[src/rtl/conv_pkg.sv]
// Shared widths and read-side state encoding for the
// pooled-result double buffer.
package conv_pkg;
  localparam int DW    = 9;
  localparam int N_PIX = 9;
  localparam int SW    = 13;
  localparam int IW    = 4;

  typedef enum logic {
    RD_IDLE,
    RD_STREAM
  } rd_state_e;
endpackage

[src/rtl/pool_result_buffer_if.sv]
// Upstream strobe, downstream stream handshake and
// per-frame statistics of the pooled-result buffer.
interface pool_result_buffer_if #(
  parameter int DW = conv_pkg::DW
);
  import conv_pkg::*;

  logic          in_valid;
  logic [DW-1:0] in_data;
  logic          out_ready;
  logic          clr_ovf;
  logic          out_valid;
  logic [DW-1:0] out_data;
  logic [IW-1:0] out_idx;
  logic          out_last;
  logic [DW-1:0] frame_max;
  logic [IW-1:0] frame_argmax;
  logic [SW-1:0] frame_sum;
  logic          ovf;

  modport master (
    output in_valid, in_data, out_ready, clr_ovf,
    input  out_valid, out_data, out_idx, out_last,
    input  frame_max, frame_argmax, frame_sum, ovf
  );

  modport slave (
    input  in_valid, in_data, out_ready, clr_ovf,
    output out_valid, out_data, out_idx, out_last,
    output frame_max, frame_argmax, frame_sum, ovf
  );
endinterface

[src/rtl/pool_frame_bank.sv]
// One frame of pooled words with running max, argmax
// and sum, restarted by the word written at index 0.
module pool_frame_bank
  import conv_pkg::*;
#(
  parameter int DW    = conv_pkg::DW,
  parameter int N_PIX = conv_pkg::N_PIX
) (
  input  logic          clk,
  input  logic          rst_n,
  input  logic          we,
  input  logic [IW-1:0] wr_idx,
  input  logic [DW-1:0] din,
  input  logic [IW-1:0] rd_idx,
  output logic [DW-1:0] rdata,
  output logic [DW-1:0] max_val,
  output logic [IW-1:0] max_idx,
  output logic [SW-1:0] sum_val
);

  logic [DW-1:0] mem [N_PIX];

  always_ff @(posedge clk or negedge rst_n) begin
    if (!rst_n) begin
      for (int i = 0; i < N_PIX; i++)
        mem[i] <= '0;
      max_val <= '0;
      max_idx <= '0;
      sum_val <= '0;
    end else if (we) begin
      mem[wr_idx] <= din;
      if (wr_idx == '0) begin
        max_val <= din;
        max_idx <= '0;
        sum_val <= SW'(din);
      end else begin
        sum_val <= sum_val + SW'(din);
        // strict compare keeps the lowest index on ties
        if (din > max_val) begin
          max_val <= din;
          max_idx <= wr_idx;
        end
      end
    end
  end

  assign rdata = mem[rd_idx];

endmodule

[src/rtl/pool_result_buffer.sv]
// Ping-pong frame buffer: write side fills one bank while
// the read FSM streams the other with its statistics.
module pool_result_buffer
  import conv_pkg::*;
#(
  parameter int DW    = conv_pkg::DW,
  parameter int N_PIX = conv_pkg::N_PIX
) (
  input logic                 clk,
  input logic                 rst_n,
  pool_result_buffer_if.slave bus
);

  localparam logic [IW-1:0] LAST = IW'(N_PIX - 1);

  rd_state_e     state_q, state_d;
  logic [IW-1:0] wr_cnt, rd_idx;
  logic          w_bank, r_bank;
  logic          dropping, full_q, ovf_q;
  logic [1:0]    full;
  logic          stream, hs, hs_last;
  logic          w_full, start_drop, store;

  logic [DW-1:0] rdata   [2];
  logic [DW-1:0] max_v   [2];
  logic [IW-1:0] max_i   [2];
  logic [SW-1:0] sum_v   [2];

  assign stream  = (state_q == RD_STREAM);
  assign hs      = stream && bus.out_ready;
  assign hs_last = hs && (rd_idx == LAST);

  // a bank freed on this edge may take the next frame
  assign w_full = full[w_bank] &&
                  !(hs_last && (r_bank == w_bank));

  assign start_drop = bus.in_valid && !dropping &&
                      (wr_cnt == '0) && w_full;
  assign store = bus.in_valid && !dropping &&
                 !start_drop;

  for (genvar b = 0; b < 2; b++) begin : g_bank
    pool_frame_bank #(
      .DW    (DW),
      .N_PIX (N_PIX)
    ) u_bank (
      .clk     (clk),
      .rst_n   (rst_n),
      .we      (store && (w_bank == 1'(b))),
      .wr_idx  (wr_cnt),
      .din     (bus.in_data),
      .rd_idx  (rd_idx),
      .rdata   (rdata[b]),
      .max_val (max_v[b]),
      .max_idx (max_i[b]),
      .sum_val (sum_v[b])
    );
  end

  always_ff @(posedge clk or negedge rst_n) begin
    if (!rst_n) begin
      wr_cnt   <= '0;
      w_bank   <= 1'b0;
      r_bank   <= 1'b0;
      dropping <= 1'b0;
      full     <= '0;
      ovf_q    <= 1'b0;
    end else begin
      if (bus.in_valid) begin
        wr_cnt   <= (wr_cnt == LAST) ? '0
                                     : wr_cnt + IW'(1);
        dropping <= start_drop ||
                    (dropping && (wr_cnt != LAST));
      end
      if (hs_last) begin
        full[r_bank] <= 1'b0;
        r_bank       <= ~r_bank;
      end
      if (store && (wr_cnt == LAST)) begin
        full[w_bank] <= 1'b1;
        w_bank       <= ~w_bank;
      end
      if (start_drop)
        ovf_q <= 1'b1;
      else if (bus.clr_ovf)
        ovf_q <= 1'b0;
    end
  end

  always_comb begin
    state_d = state_q;
    unique case (state_q)
      RD_IDLE:   if (full_q)  state_d = RD_STREAM;
      RD_STREAM: if (hs_last) state_d = RD_IDLE;
      default:                state_d = RD_IDLE;
    endcase
  end

  // full_q adds the second edge of start-up latency
  always_ff @(posedge clk or negedge rst_n) begin
    if (!rst_n) begin
      state_q <= RD_IDLE;
      rd_idx  <= '0;
      full_q  <= 1'b0;
    end else begin
      state_q <= state_d;
      full_q  <= hs_last ? 1'b0 : full[r_bank];
      if (hs)
        rd_idx <= hs_last ? '0 : rd_idx + IW'(1);
    end
  end

  assign bus.out_valid    = stream;
  assign bus.out_data     = rdata[r_bank];
  assign bus.out_idx      = rd_idx;
  assign bus.out_last     = (rd_idx == LAST);
  assign bus.frame_max    = max_v[r_bank];
  assign bus.frame_argmax = max_i[r_bank];
  assign bus.frame_sum    = sum_v[r_bank];
  assign bus.ovf          = ovf_q;

endmodule

[src/flat_wrapper.sv]
// flat-port wrapper written by rule: the top's interface ports become plain ports
module pool_result_buffer_flat import conv_pkg::*;
#(
  parameter int DW    = conv_pkg::DW,
  parameter int N_PIX = conv_pkg::N_PIX
)
  (clk, rst_n, bus_in_valid, bus_in_data, bus_out_ready, bus_clr_ovf, bus_out_valid, bus_out_data, bus_out_idx, bus_out_last, bus_frame_max, bus_frame_argmax, bus_frame_sum, bus_ovf);
  pool_result_buffer_if #(.DW(DW)) bus_i ();
  input logic clk;
  input logic rst_n;
  input wire logic [$bits(bus_i.in_valid)-1:0] bus_in_valid;
  input wire logic [$bits(bus_i.in_data)-1:0] bus_in_data;
  input wire logic [$bits(bus_i.out_ready)-1:0] bus_out_ready;
  input wire logic [$bits(bus_i.clr_ovf)-1:0] bus_clr_ovf;
  output wire logic [$bits(bus_i.out_valid)-1:0] bus_out_valid;
  output wire logic [$bits(bus_i.out_data)-1:0] bus_out_data;
  output wire logic [$bits(bus_i.out_idx)-1:0] bus_out_idx;
  output wire logic [$bits(bus_i.out_last)-1:0] bus_out_last;
  output wire logic [$bits(bus_i.frame_max)-1:0] bus_frame_max;
  output wire logic [$bits(bus_i.frame_argmax)-1:0] bus_frame_argmax;
  output wire logic [$bits(bus_i.frame_sum)-1:0] bus_frame_sum;
  output wire logic [$bits(bus_i.ovf)-1:0] bus_ovf;
  assign bus_i.in_valid = bus_in_valid;
  assign bus_i.in_data = bus_in_data;
  assign bus_i.out_ready = bus_out_ready;
  assign bus_i.clr_ovf = bus_clr_ovf;
  assign bus_out_valid = bus_i.out_valid;
  assign bus_out_data = bus_i.out_data;
  assign bus_out_idx = bus_i.out_idx;
  assign bus_out_last = bus_i.out_last;
  assign bus_frame_max = bus_i.frame_max;
  assign bus_frame_argmax = bus_i.frame_argmax;
  assign bus_frame_sum = bus_i.frame_sum;
  assign bus_ovf = bus_i.ovf;
  pool_result_buffer #(.DW(DW), .N_PIX(N_PIX)) u_core (.clk(clk), .rst_n(rst_n), .bus(bus_i));
endmodule
[config.mk]
export PLATFORM = sky130hd
export DESIGN_NAME = pool_result_buffer_flat
export DESIGN_NICKNAME = d
export VERILOG_FILES = /design/src/rtl/conv_pkg.sv /design/src/rtl/pool_result_buffer_if.sv /design/src/rtl/pool_frame_bank.sv /design/src/rtl/pool_result_buffer.sv /design/src/flat_wrapper.sv
export SDC_FILE = /design/constraint.sdc
export NUM_CORES = 1
export LEC_CHECK = 0
export BUFFER_PORTS_ARGS = -buffer_cell sky130_fd_sc_hd__buf_2
export CORE_MARGIN = 1.5
export CORE_UTILIZATION = 60
export DETAILED_ROUTE_END_ITERATION = 16
export HOLD_SLACK_MARGIN = 0.05
export PLACE_DENSITY = 0.89
export SLEW_MARGIN = 5
export SYNTH_ARGS = -nofsm -noshare
export SYNTH_HDL_FRONTEND = slang
export SYNTH_SLANG_ARGS = --single-unit
[constraint.sdc]
create_clock -name clk -period 3.55 [get_ports clk]
set_input_delay 0.355 -clock clk [delete_from_list [all_inputs] [get_ports clk]]
set_output_delay 0.355 -clock clk [all_outputs]
set_load 0.02 [all_outputs]
# Word level (Yosys, flattened, before mapping)
# Cells that the tools add are included.
# totals
register_bits,230
in_bits,14
output_inout_bits,42
elab_cells,135
# op_classes
add_sub_neg,4
magnitude_cmp,10
n_eq_ne,4
muxes,50
n_bitwise,9
reduce_logical,25
# ops
cell,n
bitwise mux 81 bit,2
two-way mux 9 bit,15
binary-select mux 9 bit (select 4 bit),2
two-way mux 13 bit,5
demux 9 bit (select 4 bit),1
two-way mux 4 bit,9
adder 13 x 9 -> 13 bit,2
> comparator 9 bit,2
logical AND 1 bit,15
two-way mux 1 bit,11
greater-or-equal comparator 5 bit (second input constant),2
inverter 4 -> 5 bit,2
adder 4 x 1 -> 4 bit (second input constant),2
== test 4 bit (second input constant),2
nonzero test 2 bit,3
less-than comparator 5 x 1 -> 1 bit (second input constant),1
zero test 4 bit,1
less-than comparator 1 x 2 -> 1 bit (second input constant),2
two-way mux 2 bit,2
inequality test 4 bit (second input constant),1
AND reduction 2 bit,2
zero test 1 bit,3
inverter 1 bit,3
bitwise AND 2 bit,1
9 further kinds,11

# Logic depth before layout (Yosys ltp)
# Gate-level depths: netlist of the first run.
# logic_depth
ltp_word,10
depth_mapped,13
depth_no_buf,8

# By module
# A second synthesis of the first run with hierarchy kept.
# unflattened
cells_unflattened,975
hier_area_um2,12191.7
# by_module_without_submodules
mod,n_inst,cells_each,area_per_inst_um2,seq_area_each_um2
pool_frame_bank,2,427,5451.5,2677.6
pool_result_buffer,1,121,1288.7,400.4

# Worst setup path before layout of the first run
# OpenSTA, ideal clock, no wires.
# synth_timing
path_kind,register -> register
from,register u_core.rd_idx[1] (netlist: u_core.bus.out_idx[1])
to,register u_core.g_bank[1].u_bank.mem[45] (netlist bit)
arrival_time_ns,2.884
setup_slack_ns,0.540
path_stages_with_launch,12
n_path_buf,3
period_less_slack_ns,3.010
path_cell_list,dfrtp_1 clkbuf_1 clkbuf_1 inv_1 ha_1 nand3b_1 inv_1 a311oi_4 nor2_2 and3_1 buf_6 mux2_4
# synth_via
elab_chain_len,9
# synth_lines
item,line_no,text
from (decl),pool_result_buffer.sv:17,"logic [IW-1:0] wr_cnt, rd_idx;"
from (signal assigned),pool_result_buffer.sv:109,rd_idx <= hs_last ? '0 : rd_idx + IW'(1);
== test 4 bit,--,
named net bus_out_last,flat_wrapper.sv:18,output wire logic [$bits(bus_i.out_last)-1:0] bus_out_last;
logical AND 1 bit,pool_result_buffer.sv:31,assign hs_last = hs && (rd_idx == LAST);
logical AND 1 bit,pool_result_buffer.sv:35,!(hs_last && (r_bank == w_bank));
zero test 1 bit,pool_result_buffer.sv:35,
logical AND 1 bit,pool_result_buffer.sv:34,assign w_full = full[w_bank] &&
logical AND 1 bit,pool_result_buffer.sv:38,(wr_cnt == '0) && w_full;
zero test 1 bit,pool_result_buffer.sv:40,!start_drop;
logical AND 1 bit,pool_result_buffer.sv:39,assign store = bus.in_valid && !dropping &&
logical AND 1 bit,pool_result_buffer.sv:49,".we (store && (w_bank == 1'(b))),"
"to (signal, indexed assignment)",pool_frame_bank.sv:31,mem[wr_idx] <= din;
to (decl),pool_frame_bank.sv:21,logic [DW-1:0] mem [N_PIX];
# The timed path passes the listed nets, and every way through them passes these cells.
# A chain may end at the register's enable or synchronous reset.

# Final worst setup path of the first run
# layout_timing
from,register u_core.rd_idx[0] (netlist: u_core.bus.out_idx[0])
to,output bus_out_data[8]
# layout_via
elab_chain_len,7
word_cells_on_any_way,10
cone_classes,9 x mux; 1 x bitwise
# layout_lines
item,line_no,text
inverter 4 -> 5 bit (not written as such) (*),pool_frame_bank.sv:47,assign rdata = mem[rd_idx];
binary-select mux 9 bit (select 4 bit),pool_frame_bank.sv:47,
two-way mux 9 bit (not written as such) (2 in a row),pool_frame_bank.sv:47,
two-way mux 9 bit (not written as such) (*) (3 in a row),pool_result_buffer.sv:114,assign bus.out_data = rdata[r_bank];
to (decl),flat_wrapper.sv:16,output wire logic [$bits(bus_i.out_data)-1:0] bus_out_data;
# Mark *: on every way between the ends. The rest lies on a longest branch, timed or not. The select of a mux whose other input is x is not followed.

==> results of run 1 <==
## cell usage after synthesis, types with 12 or more instances
master,count
dfrtp_1,230
clkbuf_1,59
nand2_1,190
a222oi_1,14
inv_1,40
mux4_2,36
o21ai_0,128
mux2i_1,35
buf_2,12
ha_1,42
nor2_1,42
a31oi_1,12
a21oi_1,21
mux2_4,27
nand3_1,31
mux2_2,64
o211ai_1,13
or4_1,19
## worst max-delay path by stage
stage                                      startpoint                                          end  cells after the start
finish              u_core.bus.out_idx[0]$_DFFE_PN0P_                              bus_out_data[8]                      4
global route        u_core.bus.out_idx[0]$_DFFE_PN0P_                              bus_out_data[8]                      4
CTS                 u_core.bus.out_idx[0]$_DFFE_PN0P_                              bus_out_data[5]                      6
detailed placement       u_core.wr_cnt[0]$_DFFE_PN0P_  u_core.g_bank[1].u_bank.mem[60]$_DFFE_PN0P_                      7
global placement         u_core.wr_cnt[0]$_DFFE_PN0P_  u_core.g_bank[1].u_bank.mem[55]$_DFFE_PN0P_                      7
floorplan           u_core.bus.out_idx[1]$_DFFE_PN0P_  u_core.g_bank[1].u_bank.mem[45]$_DFFE_PN0P_                     11
## through the flow
step	total power [mW]	setup slack, ns
2_1_floorplan	8.822	0.5404
3_3_place_gp	10.12	0.6770
3_5_place_dp	10.44	0.5740
4_1_cts	13.25	0.2244
5_1_grt	14.07	0.1085
6_report	13.35	0.2196
## sequential cells by signal, summed over array words and instances, names as in the netlist, 2 cells and up
signal                        flops
u_core.bus.out_idx                4
u_core.wr_cnt                     4
u_core.full                       2
u_core.g_bank.u_bank.max_val     18
u_core.g_bank.u_bank.mem        162
u_core.g_bank.u_bank.sum_val     26
u_core.g_bank.u_bank.max_idx      8
## logic make-up (layout without fill, tap and decap cells)
kind of cell    count (synthesis)  after routing  synth area share, %
buf+inv                       122            170                4.077
fa+ha+maj                      44             44                4.516
compound gates                261            261                13.40
xor+xnor                       10             10               0.6994
mux                           162            162                18.27
simple gates                  352            352                13.08
flops                         230            230                45.96
## worst reg2reg max path, cell delays in order (launching register included)
cell and delay [ns]:
dfrtp_1 0.44, inv_1 0.13, ha_1 0.30, or3b_1 0.30, a311oi_4 0.10, nor2_2 0.63, and3_1 0.74, mux2_4 0.36
## per-layer routing
metal / up-vias / global-route usage, % / wire (um)
met4: 0 / 14.95 / 1562
met1: 4979 / 42.68 / 13300
met2: 604 / 50.14 / 16000
met5: - / 0 / 0
li1: 4371 / - / -
met3: 140 / 6.080 / 3246
## layout make-up
type / instances / area [um^2] / area share [%]
Clock buffer: 35 / 713.2 / 5.132
Clock inverter: 9 / 126.4 / 0.9093
Inverter: 40 / 150.1 / 1.080
Multi-Input combinational cell: 829 / 6276 / 45.16
Sequential cell: 230 / 5758 / 41.43
Tap cell: 270 / 337.8 / 2.431
Timing Repair Buffer: 86 / 535.5 / 3.853
## power breakdown
part           internal [mW]  switching, mW  total (mW)
sequential              3.71          0.833        4.54
combinational           2.69           3.44        6.13
clock                   1.61           1.07        2.68
total                   8.01           5.34        13.3
## layout by cell type, fill, tap and decap left out, types with 6 or more instances in the layout
master	n
a211oi_1	9
a21o_1	8
a21oi_1	21
a222oi_1	14
a31oi_1	12
and2_1	7
and3_1	9
buf_2	54
buf_4	28
clkbuf_16	25
dfrtp_1	228
ha_1	42
inv_1	40
mux2_2	64
mux2_4	27
mux2i_1	35
mux4_2	36
nand2_1	190
nand3_1	31
nand4_1	7
nor2_1	42
nor3_1	10
nor4_1	6
o211ai_1	13
o21ai_0	128
o22a_1	9
o2bb2ai_1	11
or4_1	19
## timing repair
item / 4_1_cts / 5_1_grt
endpoints found under the hold margin: 92 / 0
setup endpoints to repair: 0 / 0
hold buffers: 2 / 0
==> results.yml, run 1 <==
drt:
  post_drt_wl_per_cell_um: 22.76
  vias_per_cell: 6.734
  vias: 10090
  ant_nets: 0
  drtIter0Drc: 1032
  first_pass_iters: 6
  routed_wirelength_um: 34110
  drc: 0
logic_synthesis:
  synth_top_area_share_pct: 45.96
  ys_seq_elements: 230
  synth.distinct_cells: 67
  synth-async-reset-ratio_pct: 100.0
  synthTopCellsByArea: "dfrtp_1 (46%), mux4_2 (6.5%), mux2_2 (5.8%)"
  synth_nets: 1239
  syn_avg_cell_area_um2: 10.60
  synth_ff_type: "dfrtp_1"
  yosys.area.top_type: "dfrtp_1"
  synth_area_um2: 12520
  synth-edff-count: 0
  ys_seq_area_share_pct: 45.96
  syn_inst: 1181
  ys.warnings.count: 0
clock_tree:
  clk_path_buf_depth: 3
  cts_tree: "yes"
  cts-htree-levels: 1
  cts_sinks: 230
  post_cts_buffers: 0
  cts_made_buffers: 25
  clock-root-buffer: "clkbuf_16"
  cts.repair.resized: 0
  clk_latency_ns: 0.53
  cts.reportedPaths.clkPinSlew_ns: 0.06
final_layout:
  drive_gt1_share_pct: 21.64
  fill_cells: 1369
  final_area_um2: 13900
  final_util_pct: 68.24
  area_delta_synth_final_pct: 10.98
  nNetsFinal: 1270
  fin_cells: 1499
  antennaDiodeCount: 0
sta:
  grt_setup_unrepaired: "false"
  hold_violations: 0
  max_freq_ghz: 0.3003
  final.setup_skew_ns: 0.01220
  tns_ns: 0
  timing.max_slew.rel_slack_pct: 48.60
  period_minus_slack_ns: 3.330
  tightest_slew_ns: 0.7701
  setup_viol: 0
  slew_violations: 0
  period_share_pct: 93.81
  timing.hold.ws_ns: 0.1661
critical_path:
  r2r_end: "u_core.g_bank[1].u_bank.mem[49]$_DFFE_PN0P_"
  critPathSlowestCell: "or4b_2"
  crit_type: "flop to output pin"
  crit_path_cell_trace: "buf_4 > or4b_2 > o21ai_0 > buf_2"
  crit_buf_inv: 2
  cp-end-kind: "output pin"
  start_kind: "flop"
  cp_top_family: "simple AND/OR/NAND/NOR gates"
  crit_arrival_ns: 2.98
  path_max_fanout: 40
  r2r-start: "u_core.wr_cnt[0]$_DFFE_PN0P_"
  reg2regPathDepth: 7
  cp_data_required_time_ns: 3.19
  max_stage_delay_ns: 0.89
  r2r_slack_ns: 0.44
power:
  cellPowerDensity_nw_per_um2: 960.6
  leakage_nw: 6.388
  vdd_ir_drop_max_mv: 0.6275
floorplanning:
  start_util_pct: 61.49
  fp.dieH_um: 147.5
  io_pins: 56
  die-area_um2: 21750
  core_area_um2: 20360
  rows: 52
  fp.dieW_um: 147.5
placed_design:
  place_hpwl_um: 21830
  dp.cells: 1453
  place_area_um2: 13040
  globalplace.congestion: 0.8637
  io_buffers: 55
global_routing:
  grt_pass1_vias: 10080
  grt.total_usage_pct: 31.74
  grt_first_pass_wirelength_um: 54100
  grt_max_degree: 95
  grt_overflow: 0
  antenna_found_initial: 1
min_path:
  worstHoldStart: "bus_in_valid"
  min_path_type: "input port to flop"
  min_to: "u_core.wr_cnt[1]$_DFFE_PN0P_"
  worstHoldPathCells: 2
run_status:
  status: "finished, final reports clean"
job:
  max-cap-violations: 0
Note: power is estimated with default switching activity, not from simulation.
==> inputs of run 2 (changes only) <==
--- a/config.mk
+++ b/config.mk
@@ -7,10 +7,10 @@
 export LEC_CHECK = 0
 export BUFFER_PORTS_ARGS = -buffer_cell sky130_fd_sc_hd__buf_2
 export CORE_MARGIN = 1.5
-export CORE_UTILIZATION = 60
+export CORE_UTILIZATION = 46
 export DETAILED_ROUTE_END_ITERATION = 16
 export HOLD_SLACK_MARGIN = 0.05
-export PLACE_DENSITY = 0.89
+export PLACE_DENSITY = 0.73
 export SLEW_MARGIN = 5
 export SYNTH_ARGS = -nofsm -noshare
 export SYNTH_HDL_FRONTEND = slang
==> run 2 against run 1 <==
Flip-flop and latch count unchanged. Global-route usage decreased by 8.1 points. First-iteration DRC count decreased by 13%. Power fell by 2.4%. Via count shrank 5.5%.
==> results.yml, run 2 (synthesis gave the netlist of run 1 again) <==
clock_tree:
  cts-htree-levels: 1
  clk_latency_ns: 0.53
  cts_made_buffers: 25
  clock-root-buffer: "clkbuf_16"
  cts_sinks: 230
  cts_tree: "yes"
  cts.reportedPaths.clkPinSlew_ns: 0.06
  clk_path_buf_depth: 3
final_layout:
  largest_reg_flops: 162
  final_cell_mix: "dfrtp_1 (228), nand2_1 (190), o21ai_0 (128), mux2_2 (64), buf_2 (54)"
  regMostFlops: "u_core.g_bank.u_bank.mem"
  fill_cells: 2307
  final_common_cell: "dfrtp_1"
  drive_gt1_share_pct: 21.72
  nNetsFinal: 1269
  area_delta_synth_final_pct: 11.17
  largestRegisters: "u_core.g_bank.u_bank.mem x162, u_core.g_bank.u_bank.sum_val x26, u_core.g_bank.u_bank.max_val x18"
global_routing:
  grt_max_degree: 100
  grt_first_pass_wirelength_um: 52430
  antenna_found_initial: 1
  grt.total_usage_pct: 23.62
  grt_overflow: 0
  grt_pass1_vias: 9245
placed_design:
  place_hpwl_um: 21910
  io_buffers: 55
  post-place-ws_ns: 0.5304
  globalplace.congestion: 0.8254
critical_path:
  crit_type: "flop to output pin"
  start_kind: "flop"
  max_stage_delay_ns: 0.57
  path_max_fanout: 24
  cp_data_required_time_ns: 3.19
  critPathSlowestCell: "mux4_2"
  crit_path_cell_trace: "buf_4 > mux4_2 > mux2i_1 > o22a_1 > o21ai_0 > buf_2"
  crit_arrival_ns: 2.81
  cp-end-kind: "output pin"
drt:
  first_pass_iters: 7
  vias: 9538
  drc: 0
  ant_nets: 0
  vias_per_cell: 6.071
  drtIter0Drc: 902
  routed_wirelength_um: 32920
  post_drt_wl_per_cell_um: 20.95
sta:
  tns_ns: 0
  tightest_slew_ns: 0.8706
  period_share_pct: 89.18
  hold_violations: 0
  slew_violations: 0
  layout_setup_ws_ns: 0.3841
  period_minus_slack_ns: 3.166
  timing.max_slew.rel_slack_pct: 41.90
  final.setup_skew_ns: 0.01573
  grt_setup_unrepaired: "false"
  max_freq_ghz: 0.3159
  setup_viol: 0
floorplanning:
  fp.dieH_um: 168.0
  start_util_pct: 46.72
  fp.dieW_um: 168.0
  rows: 60
  die-area_um2: 28220
  io_pins: 56
  core_area_um2: 26800
min_path:
  min_path_type: "input port to flop"
job:
  max-cap-violations: 0
power:
  leakage_nw: 6.343
  vdd_ir_drop_max_mv: 0.5035
  cellPowerDensity_nw_per_um2: 936.1
run_status:
  status: "finished, final reports clean"
run 2: changes by cell type in the layout (fill, tap and decap cells not counted), sizes merged:
cell / before / now
clkinvlp: 1 / 5
clkbuf: 35 / 32
bufinv: 3 / 1
clkinv: 4 / 6
buf: 84 / 83
diode: 0 / 1
run 2: worst paths after layout:
path / slack, ns / start / end / depth (start not counted)
setup / recovery: 0.38 / u_core.bus.out_idx[0]$_DFFE_PN0P_ / bus_out_data[1] / 6
hold / removal: 0.12 / bus_in_valid / u_core.wr_cnt[0]$_DFFE_PN0P_ / 2
setup reg to reg: 0.45 / u_core.bus.out_idx[0]$_DFFE_PN0P_ / u_core.g_bank[1].u_bank.mem[49]$_DFFE_PN0P_ / 8
hold reg to reg: 0.46 / u_core.full_q$_DFF_PN0_ / u_core.bus.out_valid$_DFF_PN0_ / 2
max in group asynchronous: 2.14 / rst_n / u_core.g_bank[0].u_bank.mem[63]$_DFFE_PN0P_ / 3
min in group asynchronous: 0.43 / rst_n / u_core.g_bank[0].u_bank.max_idx[2]$_DFFE_PN0P_ / 2
run 2: worst max-delay path, delay by kind of cell (launching register included):
family / cells / cell delay [ns]
multiplexers: 2 / 0.82
buffers and inverters: 2 / 0.64
flip-flops: 1 / 0.46
AO/OA/AOI/OAI: 2 / 0.34
run 2: power breakdown:
| part | total (mW) | leakage [nW] | switching [mW] | internal, mW |
|---|---|---|---|---|
| Combinational | 6.02 | 3.14 | 3.33 | 2.69 |
| Sequential | 4.47 | 2.82 | 0.765 | 3.71 |
| Clock | 2.54 | 0.377 | 1.10 | 1.44 |
| Total | 13.0 | 6.34 | 5.20 | 7.83 |
run 2: layer usage:
metal  vias to the layer above  track usage, %  share of wire (%)
met1                      4793           33.30                 44
met3                        59           3.268                6.5
met2                       318           38.33                 47
met5                         -               0                  0
li1                       4368               -                  -
met4                         0           6.541                2.3
run 2: repair_timing:
action | 4_1_cts | 5_1_grt
hold buffers | 2 | 0
setup buffers | 0 | 0
endpoints found under the hold margin | 95 | 0
gates resized for setup | 0 | 0
run 2: stage by stage:
stage / util (%) / cells / total power, mW / instance area [um^2] / hold slack, ns
after floorplan: - / 1181 / 8.822 / 12520 / 0.05941
after global placement: 48.90 / 1523 / 10.26 / 13110 / 0.4530
after detailed placement: 48.90 / 1523 / 10.45 / 13110 / 0.4510
after CTS: 51.93 / 1570 / 13.06 / 13920 / 0.1110
after global routing: 51.93 / 1570 / 13.89 / 13920 / 0.1476
final: 51.94 / 1571 / 13.03 / 13920 / 0.1207
run 2: layout make-up:
class,count,area [um^2],share of cell area [%]
Antenna cell,1,2.502,0.01798
Clock buffer,32,681.9,4.898
Clock inverter,13,110.1,0.7909
Inverter,40,150.1,1.079
Multi-Input combinational cell,829,6276,45.08
Sequential cell,230,5758,41.36
Tap cell,341,426.7,3.065
Timing Repair Buffer,85,515.5,3.703
